**src/rtl/alu_op_sequencer.sv**
```systemverilog
`default_nettype none
// ============================================================================
// Module      : alu_op_sequencer
// Description : Issues one operation at a time to NUM_UNITS functional units.
//               Accepts an opcode over a req/ready handshake, pulses start
//               to the selected unit, waits for that unit's done flag, and
//               reports completion, illegal opcode, timeout or abort.
// Revision    : 1.0 - initial release
// ============================================================================
module alu_op_sequencer #(
  parameter int NUM_UNITS = 3,
  parameter int OP_W      = 2,
  parameter int TO_W      = 8,
  parameter int TIMEOUT   = 200
) (
  input  logic                 clk,
  input  logic                 rst,
  input  logic                 req,
  input  logic [OP_W-1:0]      op,
  input  logic                 abort,
  input  logic [NUM_UNITS-1:0] unit_done,
  output logic                 ready,
  output logic [NUM_UNITS-1:0] start,
  output logic                 sub,
  output logic                 busy,
  output logic [OP_W-1:0]      cur_op,
  output logic                 op_done,
  output logic                 err,
  output logic [1:0]           err_code
);

  // State encoding
  localparam logic [1:0] c_st_idle  = 2'd0;
  localparam logic [1:0] c_st_issue = 2'd1;
  localparam logic [1:0] c_st_wait  = 2'd2;
  localparam logic [1:0] c_st_resp  = 2'd3;

  // Error codes reported on err_code
  localparam logic [1:0] c_err_none    = 2'b00;
  localparam logic [1:0] c_err_illegal = 2'b01;
  localparam logic [1:0] c_err_timeout = 2'b10;
  localparam logic [1:0] c_err_abort   = 2'b11;

  // Opcode constants; the extra bit lets NUM_UNITS be compared without overflow
  localparam logic [OP_W-1:0] c_op_sub = OP_W'(1);
  localparam logic [OP_W:0]   c_max_op = (OP_W + 1)'(NUM_UNITS);

  // Timeout constants; c_to_last is only meaningful when the timeout is enabled
  localparam logic            c_to_en   = (TIMEOUT != 0);
  localparam logic [TO_W-1:0] c_to_last = (TIMEOUT == 0) ? '0 : TO_W'(TIMEOUT - 1);

  logic [1:0]           r_state;
  logic [1:0]           w_next_state;
  logic [NUM_UNITS-1:0] r_sel_mask;
  logic [TO_W-1:0]      r_timer;

  logic [NUM_UNITS-1:0] w_sel_mask;
  logic                 w_illegal;
  logic                 w_unit_done;
  logic                 w_timeout;

  logic [NUM_UNITS-1:0] w_start_nx;
  logic [NUM_UNITS-1:0] w_sel_nx;
  logic                 w_sub_nx;
  logic                 w_busy_nx;
  logic [OP_W-1:0]      w_cur_op_nx;
  logic                 w_op_done_nx;
  logic                 w_err_nx;
  logic [1:0]           w_err_code_nx;
  logic [TO_W-1:0]      w_timer_nx;

  // Opcodes 0 (add) and 1 (sub) share unit 0; opcode k>=2 selects unit k-1.
  for (genvar i = 0; i < NUM_UNITS; i++) begin : g_sel
    if (i == 0) begin : g_unit0
      assign w_sel_mask[i] = ({1'b0, op} <= {1'b0, c_op_sub});
    end else begin : g_unitn
      localparam logic [OP_W:0] c_unit_op = (OP_W + 1)'(i + 1);
      assign w_sel_mask[i] = ({1'b0, op} == c_unit_op);
    end
  end

  assign w_illegal   = ({1'b0, op} > c_max_op);
  // Only the selected unit's done bit matters; all others are masked off.
  assign w_unit_done = |(unit_done & r_sel_mask);
  assign w_timeout   = c_to_en && (r_timer == c_to_last);

  // The only combinational output: the handshake is open exactly in IDLE.
  assign ready = (r_state == c_st_idle);

  // State register
  always_ff @(posedge clk or posedge rst) begin
    if (rst) begin
      r_state <= c_st_idle;
    end else begin
      r_state <= w_next_state;
    end
  end

  // Next-state decode; in WAIT the priority is abort > done > timeout
  always_comb begin
    w_next_state = r_state;
    case (r_state)
      c_st_idle: begin
        if (req && !w_illegal) begin
          w_next_state = c_st_issue;
        end
      end
      c_st_issue: begin
        // A done seen here is stale (left over from a prior op) and ignored.
        w_next_state = abort ? c_st_idle : c_st_wait;
      end
      c_st_wait: begin
        if (abort) begin
          w_next_state = c_st_idle;
        end else if (w_unit_done) begin
          w_next_state = c_st_resp;
        end else if (w_timeout) begin
          w_next_state = c_st_idle;
        end
      end
      c_st_resp: begin
        w_next_state = c_st_idle;
      end
      default: begin
        w_next_state = c_st_idle;
      end
    endcase
  end

  // Output decode: next values of every registered output and the timer
  always_comb begin
    w_start_nx    = '0;
    w_sel_nx      = r_sel_mask;
    w_sub_nx      = sub;
    w_cur_op_nx   = cur_op;
    w_op_done_nx  = 1'b0;
    w_err_nx      = 1'b0;
    w_err_code_nx = err_code;
    w_timer_nx    = r_timer;
    case (r_state)
      c_st_idle: begin
        if (req) begin
          w_cur_op_nx   = op;
          w_err_code_nx = c_err_none;
          if (w_illegal) begin
            w_err_nx      = 1'b1;
            w_err_code_nx = c_err_illegal;
          end else begin
            w_sub_nx   = (op == c_op_sub);
            w_sel_nx   = w_sel_mask;
            w_start_nx = w_sel_mask;
          end
        end
      end
      c_st_issue: begin
        w_timer_nx = '0;
        if (abort) begin
          w_err_nx      = 1'b1;
          w_err_code_nx = c_err_abort;
        end
      end
      c_st_wait: begin
        if (abort) begin
          w_err_nx      = 1'b1;
          w_err_code_nx = c_err_abort;
        end else if (w_unit_done) begin
          w_op_done_nx = 1'b1;
        end else if (w_timeout) begin
          w_err_nx      = 1'b1;
          w_err_code_nx = c_err_timeout;
        end else if (r_timer != '1) begin
          // Saturate rather than wrap so a disabled timeout never aliases.
          w_timer_nx = r_timer + 1'b1;
        end
      end
      default: begin
      end
    endcase
    // Subtract mode only lives for the duration of an operation.
    if (w_next_state == c_st_idle) begin
      w_sub_nx = 1'b0;
    end
    w_busy_nx = (w_next_state != c_st_idle);
  end

  // Output and datapath registers
  always_ff @(posedge clk or posedge rst) begin
    if (rst) begin
      start      <= '0;
      r_sel_mask <= '0;
      sub        <= 1'b0;
      busy       <= 1'b0;
      cur_op     <= '0;
      op_done    <= 1'b0;
      err        <= 1'b0;
      err_code   <= c_err_none;
      r_timer    <= '0;
    end else begin
      start      <= w_start_nx;
      r_sel_mask <= w_sel_nx;
      sub        <= w_sub_nx;
      busy       <= w_busy_nx;
      cur_op     <= w_cur_op_nx;
      op_done    <= w_op_done_nx;
      err        <= w_err_nx;
      err_code   <= w_err_code_nx;
      r_timer    <= w_timer_nx;
    end
  end

endmodule
`default_nettype wire
```
**config.mk**
```make
export PLATFORM = sky130hd
export DESIGN_NAME = alu_op_sequencer
export DESIGN_NICKNAME = d
export VERILOG_FILES = /design/src/rtl/alu_op_sequencer.sv
export SDC_FILE = /design/constraint.sdc
export NUM_CORES = 1
export LEC_CHECK = 0
export BUFFER_PORTS_ARGS = -buffer_cell sky130_fd_sc_hd__buf_2
export CAP_MARGIN = 15
export CORE_MARGIN = 2
export CORE_UTILIZATION = 58
export CTS_CLUSTER_SIZE = 30
export DETAILED_ROUTE_END_ITERATION = 8
export HOLD_SLACK_MARGIN = 0.08
export PLACE_DENSITY = 0.82
export SYNTH_ARGS = -nofsm -noshare
export SYNTH_HDL_FRONTEND = slang
export SYNTH_SLANG_ARGS = --single-unit
```
**constraint.sdc**
```tcl
create_clock -name clk -period 4 [get_ports clk]
set_input_delay 0.8 -clock clk [delete_from_list [all_inputs] [get_ports clk]]
set_output_delay 0.8 -clock clk [all_outputs]
set_load 0.005 [all_outputs]
```
==> flow_summary_export.csv, run 1 <==
group,metric,value,unit
power,finalPower,759,uW
synthesis,yosysSeqAreaShare,51.0,%
final_layout,nNetsFinal,152,
synthesis,yosysTopAreaCell,"dfrtp_1",
outcome,status,"completed",
floorplan,initial_core_util,60.7,%
final_layout,layout_common_cells,"24 x dfrtp_1, 20 x buf_2, 8 x nand2_1, 8 x a21oi_1",
sta,slew_headroom,32.9,%
synthesis,yosys_register_bits,24,
power,peakVddDrop,359,uV
sta,period_needed,2.53,ns
detailed_routing,route.vias.total,979,
synthesis,synth_warnings,0,
clock_tree,cts_buffers,3,
grt,grt_use_met1,30.0,%
final_layout,final_common_cell,"dfrtp_1",
synthesis,synth_cell_type_count,34,
sta,slew_viol_final,0,
critical_path,cp.arrival,2.78,ns
clock_tree,h-tree-depth,1,
synthesis,syn-cell-area,0.00118,mm2
sta,fmax,0.395,GHz
worst_hold_path,min_path_cells,2,
clock_tree,holdBufCountCts,0,
sta,finalCritPeriodShare,63.4,%
critical_path,r2r_cells,4,
final_layout,drive_gt1_share,21.2,%
sta,tns,0,ns
critical_path,worstSetupPathDepth,5,
detailed_routing,drtPass1Iterations,5,
synthesis,dominantRegCellSynth,"dfrtp_1",
critical_path,critPathLaunchType,"primary input",
detailed_routing,wl,2390,um
grt,grt.busiest_layer,"met2",
synthesis,synth-async-reset-ratio,100,%
place,dp.final_hpwl,1730,um
detailed_routing,vias_per_cell,5.97,
clock_tree,post_cts_buffers,0,
final_layout,synthToLayoutAreaGrowth,14.9,%
critical_path,crit_type,"primary input to register",
clock_tree,cts_buffer_depth,2,
floorplan,core,0.00194,mm2
detailed_routing,wl_per_cell,14.6,um
clock_tree,clockRootBuffer,"clkbuf_4",
clock_tree,numClockSinks,24,
detailed_routing,ant_nets,0,
critical_path,worstPathMaxFanout,12,
critical_path,crit_path_cell_trace,"buf_2, a222oi_1, nand2_2, or4_1, a21oi_1",
synthesis,synthesis.nets,128,
synthesis,synth_top_area_share,51.0,%
grt,met2_usage,37.2,%
grt,grt.overflow.total,0,
place,gp_congestion,0.795,
run,max_cap_viol_count,0,
synthesis,ys_top_cells_by_area,"dfrtp_1 51%, ha_1 5.3%, a21oi_1 3.4%",
grt,grt_max_degree,25,
sta,finalSetupViolCount,0,
clock_tree,cts_resized,0,
floorplan,rows,16,
grt,first_global_vias,946,
synthesis,syn_inst,114,
clock_tree,cts.clk_slew.worst_paths,0.13,ns
critical_path,required,4.24,ns
critical_path,end_kind,"register",
synthesis,syn_area_per_cell,10.3,um2
synthesis,synth_edf_count,0,
clock_tree,tritoncts,"built",
sta,hold_viol,0,
critical_path,critPathMaxStageDelay,0.87,ns
clock_tree,insertion_delay,0.32,ns
critical_path,crit_buf_inv,1,
sta,grt_setup_unrepaired,"false",
floorplan,die-area,0.00241,mm2
grt,grt_pass1_wl,4230,um
detailed_routing,drc,0,
sta,worst_pin_slew,1.01,ns
worst_hold_path,min_path_type,"register to register",
power,leakage,0.000658,uW
detailed_routing,drtIter0Drc,18,
power,power_density,561,mW/mm2
sta,fin_worst_skew,0.00820,ns
grt,antenna_found_initial,0,
final_layout,n_antenna_cell,0,
floorplan,die_h,49.1,um
critical_path,worst_path_max_delay_cell,"a222oi_1",
floorplan,die_w,49.1,um
floorplan,io_pins,21,
grt,gr-usage-all-layers,22.5,%
grt,use_met3,2.45,%
critical_path,crit_family,"compound AO/OA/AOI/OAI gates",
place,io_buffers,20,
[layer usage]
metal | vias up | part of all wire [%]
met5 | - | 0
met4 | 0 | 1.0
met3 | 4 | 4.2
met2 | 28 | 50
met1 | 471 | 45
li1 | 476 | -
[cell type report]
type                    instances  area [um2]
fillers                       158         588
inverters                       6        22.5
clock inverters                 1        30.0
repair buffers                 20         100
flip-flops and latches         24         601
well taps                      27        33.8
clock buffers                   3        22.5
multi-input cells              83         544
[cell usage after synthesis, types with 2 or more instances]
| library cell | count |
|---|---|
| a21o_1 | 2 |
| a21oi_1 | 8 |
| a31oi_1 | 3 |
| dfrtp_1 | 24 |
| ha_1 | 5 |
| inv_1 | 6 |
| mux2_2 | 2 |
| mux2i_1 | 2 |
| nand2_1 | 8 |
| nand2b_1 | 3 |
| nand3_1 | 4 |
| nand4_1 | 3 |
| nor2_1 | 6 |
| nor2b_1 | 3 |
| nor3_1 | 4 |
| o21a_1 | 2 |
| o21ai_0 | 5 |
| o31ai_1 | 4 |
| or4_1 | 5 |
[registers in the layout, summed over array words and instances (netlist names)]
register	count
r_timer	8
r_sel_mask	3
start	3
cur_op	2
err_code	2
r_state	2
busy	1
err	1
op_done	1
sub	1
[tightest hold or removal path, cell delays in order (launching register included)]
cell and delay, ns:
dfrtp_1 0.36, nand2_1 0.05, nand2_1 0.05
[report_power, final]
part | leakage, uW | total [uW] | internal [uW] | switching (uW)
Sequential | 0.000321 | 331 | 297 | 34.2
Clock | 0.0000279 | 173 | 101 | 72.1
Combinational | 0.000308 | 255 | 111 | 144
[per-stage QoR]
stage | worst slack [ns] | std cells | utilization (%) | cell area [um2] | hold WS [ns]
final | 1.47 | 164 | 69.7 | 1350 | 0.490
after global routing | 1.37 | 164 | 69.7 | 1350 | 0.532
after CTS | 1.50 | 164 | 69.7 | 1350 | 0.498
after detailed placement | 1.18 | 160 | 67.0 | 1300 | 0.466
after global placement | 1.26 | 160 | 67.0 | 1300 | 0.455
after floorplan | 1.66 | 114 | - | 1180 | 0.449
[path summary, 6_finish.rpt]
path	from	to	slack [ns]
worst max register to register	r_sel_mask[0]	r_timer[7]	1.63
max in group asynchronous	rst	r_timer[4]	2.81
min in group asynchronous	rst	r_timer[2]	0.65
worst min register to register	cur_op[1]	cur_op[1]	0.49
worst min-delay path	cur_op[1]	cur_op[1]	0.49
worst max-delay path	unit_done[0]	r_timer[7]	1.47
[logic make-up (layout without fill, tap and decap cells)]
group	after synthesis	in the layout	synth area share, %
adder cells (fa/ha/maj)	5	5	5.31
AND/OR/NAND/NOR	43	43	19.9
flip-flops	24	24	51.0
buffers and inverters	7	30	2.87
AO/OA/AOI/OAI	31	31	17.4
multiplexers	4	4	3.61
(Power assumes the default switching activity.)
==> run 2: changes to the inputs <==
CORE_UTILIZATION = 54   (was 58)
PLACE_DENSITY = 0.78   (was 0.82)
clock period = 2.5 ns   (was 4 ns; I/O delays follow)
==> run 2 against run 1 <==
  * Critical path type is now register to register
  * Total power increased by 45%
  * Die area increased by 6.8%
  * Critical path depth grew 1
  * Cell count unchanged
  * Sequential power grew 59%
==> flow_summary_export.csv, run 2 (synthesized netlist as in run 1, its figures left out) <==
group,metric,value,unit
outcome,status,"completed",
critical_path,critPathCapture,"r_timer[4]",
sta,setup_slack,0.480,ns
place,dp.final_hpwl,1730,um
place,dpl_cell_area,0.00131,mm2
sta,worst_pin_slew,0.860,ns
grt,gr-usage-all-layers,20.2,%
final_layout,nFillCells,171,
sta,period_needed,2.02,ns
run,max_cap_viol_count,0,
final_layout,nNetsFinal,153,
detailed_routing,wl,2320,um
grt,grt_max_degree,25,
critical_path,end_kind,"register",
grt,grt.overflow.total,0,
floorplan,io_pins,21,
clock_tree,cts_buffers,3,
sta,slew_headroom,42.6,%
sta,fin_worst_skew,0.00512,ns
clock_tree,cts.clk_slew.worst_paths,0.12,ns
clock_tree,numClockSinks,24,
final_layout,final_common_cell,"dfrtp_1",
detailed_routing,wl_per_cell,14.2,um
final_layout,n_antenna_cell,0,
place,io_buffers,20,
final_layout,fin_util,66.5,%
critical_path,rrSetupSlack,0.48,ns
floorplan,die-area,0.00257,mm2
floorplan,core,0.00200,mm2
detailed_routing,vias_per_cell,5.80,
critical_path,critPathLaunch,"r_state[0]",
clock_tree,insertion_delay,0.31,ns
sta,tns,0,ns
floorplan,initial_core_util,58.9,%
clock_tree,clockRootBuffer,"clkbuf_4",
final_layout,drive_gt1_share,21.2,%
sta,finalCritPeriodShare,80.8,%
floorplan,rows,16,
grt,grt_pass1_wl,3960,um
clock_tree,holdBufCountCts,0,
final_layout,synthToLayoutAreaGrowth,13.0,%
power,power_density,827,mW/mm2
grt,antenna_found_initial,0,
sta,grt_setup_unrepaired,"false",
detailed_routing,drc,0,
clock_tree,post_cts_buffers,0,
final_layout,regMostFlops,"r_timer",
sta,finalSetupViolCount,0,
sta,hold_viol,0,
critical_path,required,2.75,ns
final_layout,largest_reg_flops,8,
critical_path,worstPathMaxFanout,12,
place,gp_congestion,0.853,
clock_tree,cts_buffer_depth,2,
sta,fmax,0.495,GHz
clock_tree,h-tree-depth,1,
floorplan,die_w,50.7,um
detailed_routing,drtPass1Iterations,5,
clock_tree,cts_resized,0,
power,leakage,0.000648,uW
critical_path,r2r_cells,6,
floorplan,die_h,50.7,um
final_layout,top_regs,"r_timer: 8 flops, r_sel_mask: 3 flops, start: 3 flops",
grt,first_global_vias,891,
final_layout,layout_common_cells,"24 x dfrtp_1, 20 x buf_2, 8 x nand2_1, 8 x a21oi_1",
critical_path,critPathLaunchType,"register",
sta,slew_viol_final,0,
final_layout,register_area,601,um2
critical_path,r2r_end,"r_timer[4]",
critical_path,r2r_start,"r_state[0]",
detailed_routing,route.vias.total,951,
critical_path,crit_type,"register to register",
power,peakVddDrop,594,uV
place,dp_slack,0.496,ns
detailed_routing,ant_nets,0,
critical_path,cp.arrival,2.27,ns
worst_hold_path,min_path_type,"primary input to async pin",
clock_tree,tritoncts,"built",
final_layout,design_area,0.00133,mm2
final_layout,multi_input_area,544,um2
detailed_routing,drtIter0Drc,36,
run 2: report_power, final:
| group | leakage (uW) | switching, uW | total [uW] | internal [uW] |
|---|---|---|---|---|
| combinational | 0.000313 | 227 | 413 | 186 |
| sequential | 0.000321 | 50.8 | 526 | 475 |
| clock | 0.0000138 | 106 | 162 | 56.3 |
run 2: metrics by stage:
step	hold WS, ns	total power (uW)	cells
floorplan	0.449	795	114
global placement	0.459	925	161
global route	0.381	1190	164
CTS	0.375	1110	164
detailed placement	0.464	946	161
finish	0.343	1100	164
run 2: worst min-delay path by stage:
stage / from / endpoint / slack (ns) / depth (start not counted)
3_3_place_gp: cur_op[1] / cur_op[1] / 0.46 / 2
4_1_cts: rst / r_timer[2] / 0.38 / 2
5_1_grt: op[1] / start[0] / 0.38 / 2
6_report: rst / op_done / 0.34 / 2
3_5_place_dp: cur_op[1] / cur_op[1] / 0.46 / 2
2_1_floorplan: r_sel_mask[2] / r_sel_mask[2] / 0.45 / 1
run 2: worst max-delay path, cell delays in order (launching register included):
cell,delay (ns)
dfrtp_1,0.45
inv_1,0.10
ha_1,0.29
nor2b_1,0.28
nand2_2,0.19
or4_1,0.50
a21oi_1,0.15
run 2: layout make-up:
type                            count  share of cell area [%]
Inverter                            6                    1.69
Sequential cell                    24                    45.1
Clock buffer                        3                    1.69
Timing Repair Buffer               21                    8.08
Multi-Input combinational cell     83                    40.9
Tap cell                           27                    2.54
run 2: layer usage:
metal | track usage, % | wire length (um)
met2 | 32.0 | 1110
met4 | 5.41 | 25
met1 | 29.1 | 1070
met3 | 2.98 | 115
met5 | 0 | 0
==> run 3: changes to the inputs <==
ABC_AREA = 1   (was default)
PLACE_DENSITY = 0.77   (was 0.78)
clock period = 1.9 ns   (was 2.5 ns; I/O delays follow)
==> run 3 against run 2 <==
  * Via count rose by 9.4%
  * Cell count is 26% higher
  * Critical path depth fell by 3
  * Clock power grew 66%
  * Setup slack got worse by 0.23 ns
  * Cell area grew 7.7%
  * Global-route usage up 0.98 points
  * Clock-buffer cell count increased by 1
  * Die area up 5.9%
  * Critical endpoint is now ready
  * Largest cell class unchanged
  * Highest routed layer unchanged
==> flow_summary_export.csv, run 3 <==
group,metric,value,unit
detailed_routing,route.vias.total,1040,
synthesis,synth-async-reset-ratio,100,%
detailed_routing,vias_per_cell,5.02,
critical_path,cp.arrival,1.27,ns
synthesis,dominantRegCellSynth,"dfrtp_1",
clock_tree,cts_buffers,3,
critical_path,crit_buf_inv,2,
place,dp.final_hpwl,1860,um
grt,grt_max_degree,25,
grt,grt.overflow.total,0,
floorplan,die-area,0.00273,mm2
sta,fmax,0.608,GHz
sta,finalCritPeriodShare,86.6,%
final_layout,top_regs,"r_timer: 8 flops, r_sel_mask: 3 flops, start: 3 flops",
synthesis,yosysSeqAreaShare,47.9,%
outcome,status,"completed",
synthesis,synthesis.nets,168,
detailed_routing,drtPass1Iterations,4,
grt,grt_pass1_wl,4280,um
synthesis,yosysMostFrequentCell,"nand2_1",
sta,fin_worst_skew,0.00619,ns
synthesis,synthTopCellsByCount,"53 x nand2_1, 24 x dfrtp_1, 16 x inv_1, 15 x nor2_1, 9 x nand3_1",
synthesis,yosysTopAreaCell,"dfrtp_1",
synthesis,synth_top_area_share,47.9,%
floorplan,rows,17,
final_layout,layout_common_cells,"53 x nand2_1, 24 x dfrtp_1, 20 x buf_2, 16 x inv_1, 15 x nor2_1",
final_layout,nNetsFinal,194,
final_layout,register_area,601,um2
final_layout,multi_input_area,579,um2
clock_tree,cts_resized,0,
detailed_routing,wl_per_cell,11.6,um
sta,slew_headroom,76.9,%
sta,finalSetupViolCount,0,
critical_path,crit_path_cell_trace,"inv_1, ha_1, buf_2",
final_layout,largest_reg_flops,8,
synthesis,syn_area_per_cell,8.15,um2
detailed_routing,wl,2390,um
synthesis,synth_edf_count,0,
critical_path,worst_path_max_delay_cell,"dfrtp_1",
final_layout,nFillCells,200,
synthesis,yosys_register_bits,24,
clock_tree,h-tree-depth,1,
final_layout,regMostFlops,"r_timer",
floorplan,initial_core_util,56.7,%
critical_path,required,1.52,ns
grt,met2_usage,37.3,%
clock_tree,cts.clk_slew.worst_paths,0.13,ns
detailed_routing,drtIter0Drc,21,
grt,grt_use_met1,26.7,%
critical_path,critPathLaunchType,"register",
clock_tree,post_cts_buffers,0,
clock_tree,clockRootBuffer,"clkbuf_4",
synthesis,ys_top_cells_by_area,"dfrtp_1 48%, nand2_1 16%, ha_1 5.0%",
clock_tree,holdBufCountCts,0,
grt,first_global_vias,1032,
critical_path,crit_family,"flip-flops",
final_layout,drive_gt1_share,20.1,%
critical_path,worstPathMaxFanout,5,
power,leakage,0.000778,uW
worst_hold_path,min_path_type,"primary input to async pin",
place,gp_congestion,0.863,
sta,slew_viol_final,0,
critical_path,critPathMaxStageDelay,0.44,ns
clock_tree,numClockSinks,24,
detailed_routing,ant_nets,0,
grt,antenna_found_initial,0,
floorplan,core,0.00221,mm2
sta,worst_pin_slew,0.345,ns
sta,grt_setup_unrepaired,"false",
detailed_routing,drc,0,
power,peakVddDrop,931,uV
final_layout,final_common_cell,"nand2_1",
sta,hold_viol,0,
synthesis,syn-cell-area,0.00125,mm2
floorplan,die_w,52.2,um
clock_tree,insertion_delay,0.31,ns
critical_path,crit_type,"register to output pin",
power,power_density,1210,mW/mm2
clock_tree,cts_buffer_depth,2,
run,max_cap_viol_count,0,
grt,grt.busiest_layer,"met2",
grt,use_met3,3.43,%
synthesis,synth_warnings,0,
final_layout,n_antenna_cell,0,
clock_tree,tritoncts,"built",
power,finalPower,1740,uW
floorplan,io_pins,21,
sta,period_needed,1.65,ns
sta,tns,0,ns
final_layout,synthToLayoutAreaGrowth,14.3,%
synthesis,synth_cell_type_count,22,
grt,gr-usage-all-layers,21.2,%
floorplan,die_h,52.2,um
synthesis,syn_inst,154,
place,io_buffers,20,
critical_path,end_kind,"output pin",
run 3: cell count changes in the layout (fill, tap and decap cells not counted), sizes merged, moves of 4 or more:
cell | before | now
nor2 | 6 | 20
inv | 6 | 18
nor3 | 4 | 0
a21oi | 8 | 4
o21ai | 5 | 10
nand2 | 9 | 54
o31ai | 4 | 0
or4 | 5 | 0
nand3 | 4 | 11
run 3: layer usage:
metal | wire length (um) | share of wire, % | vias to the layer above
li1 | - | - | 533
met2 | 1220 | 51 | 31
met1 | 1070 | 45 | 474
met5 | 0 | 0 | -
met4 | 12 | 0.50 | 0
met3 | 90 | 3.8 | 2
run 3: cell type report:
class,count,share of cell area [%]
sequential,24,41.9
multi-input combinational,111,40.4
timing repair buffer,22,8.03
inverter,18,4.71
clock buffer,4,2.53
tap,28,2.44
run 3: cell families after synthesis:
family,after synthesis,synth area share (%)
AO/OA/AOI/OAI,15,6.08
AND/OR/NAND/NOR,88,33.0
adder cells (fa/ha/maj),5,4.99
buffers and inverters,19,5.98
flip-flops,24,47.9
XOR/XNOR,3,2.09
run 3: final timing paths:
check	start	endpoint	depth (start not counted)	slack [ns]
max in group asynchronous	rst	r_timer[3]	3	1.57
min	rst	r_timer[0]	3	0.09
min in group clk	op[1]	start[0]	2	0.23
min reg2reg	err_code[0]	err_code[0]	2	0.50
max reg2reg	r_state[0]	r_timer[2]	9	0.31
max	r_state[0]	ready	3	0.25
run 3: worst min-delay path, delay by kind of cell:
| kind | cells | cell delay (ns) |
|---|---|---|
| buf+inv | 3 | 0.43 |
run 3: power by group:
part           switching (uW)  internal (uW)  total, uW
combinational             474            275        749
sequential               78.5            640        719
clock                     152            117        269
total                     705           1030       1740
run 3: stage by stage:
| step | instance area [um2] | cells | util [%] | hold slack [ns] | setup slack [ns] |
|---|---|---|---|---|---|
| 4_1_cts | 1430 | 207 | 64.8 | 0.101 | 0.241 |
| 3_3_place_gp | 1400 | 203 | 63.2 | 0.438 | 0.386 |
| 3_5_place_dp | 1400 | 203 | 63.2 | 0.455 | 0.327 |
| 2_1_floorplan | 1250 | 154 | - | 0.395 | 0.372 |
| 5_1_grt | 1430 | 207 | 64.8 | 0.118 | 0.130 |
| 6_report | 1430 | 207 | 64.8 | 0.0916 | 0.254 |
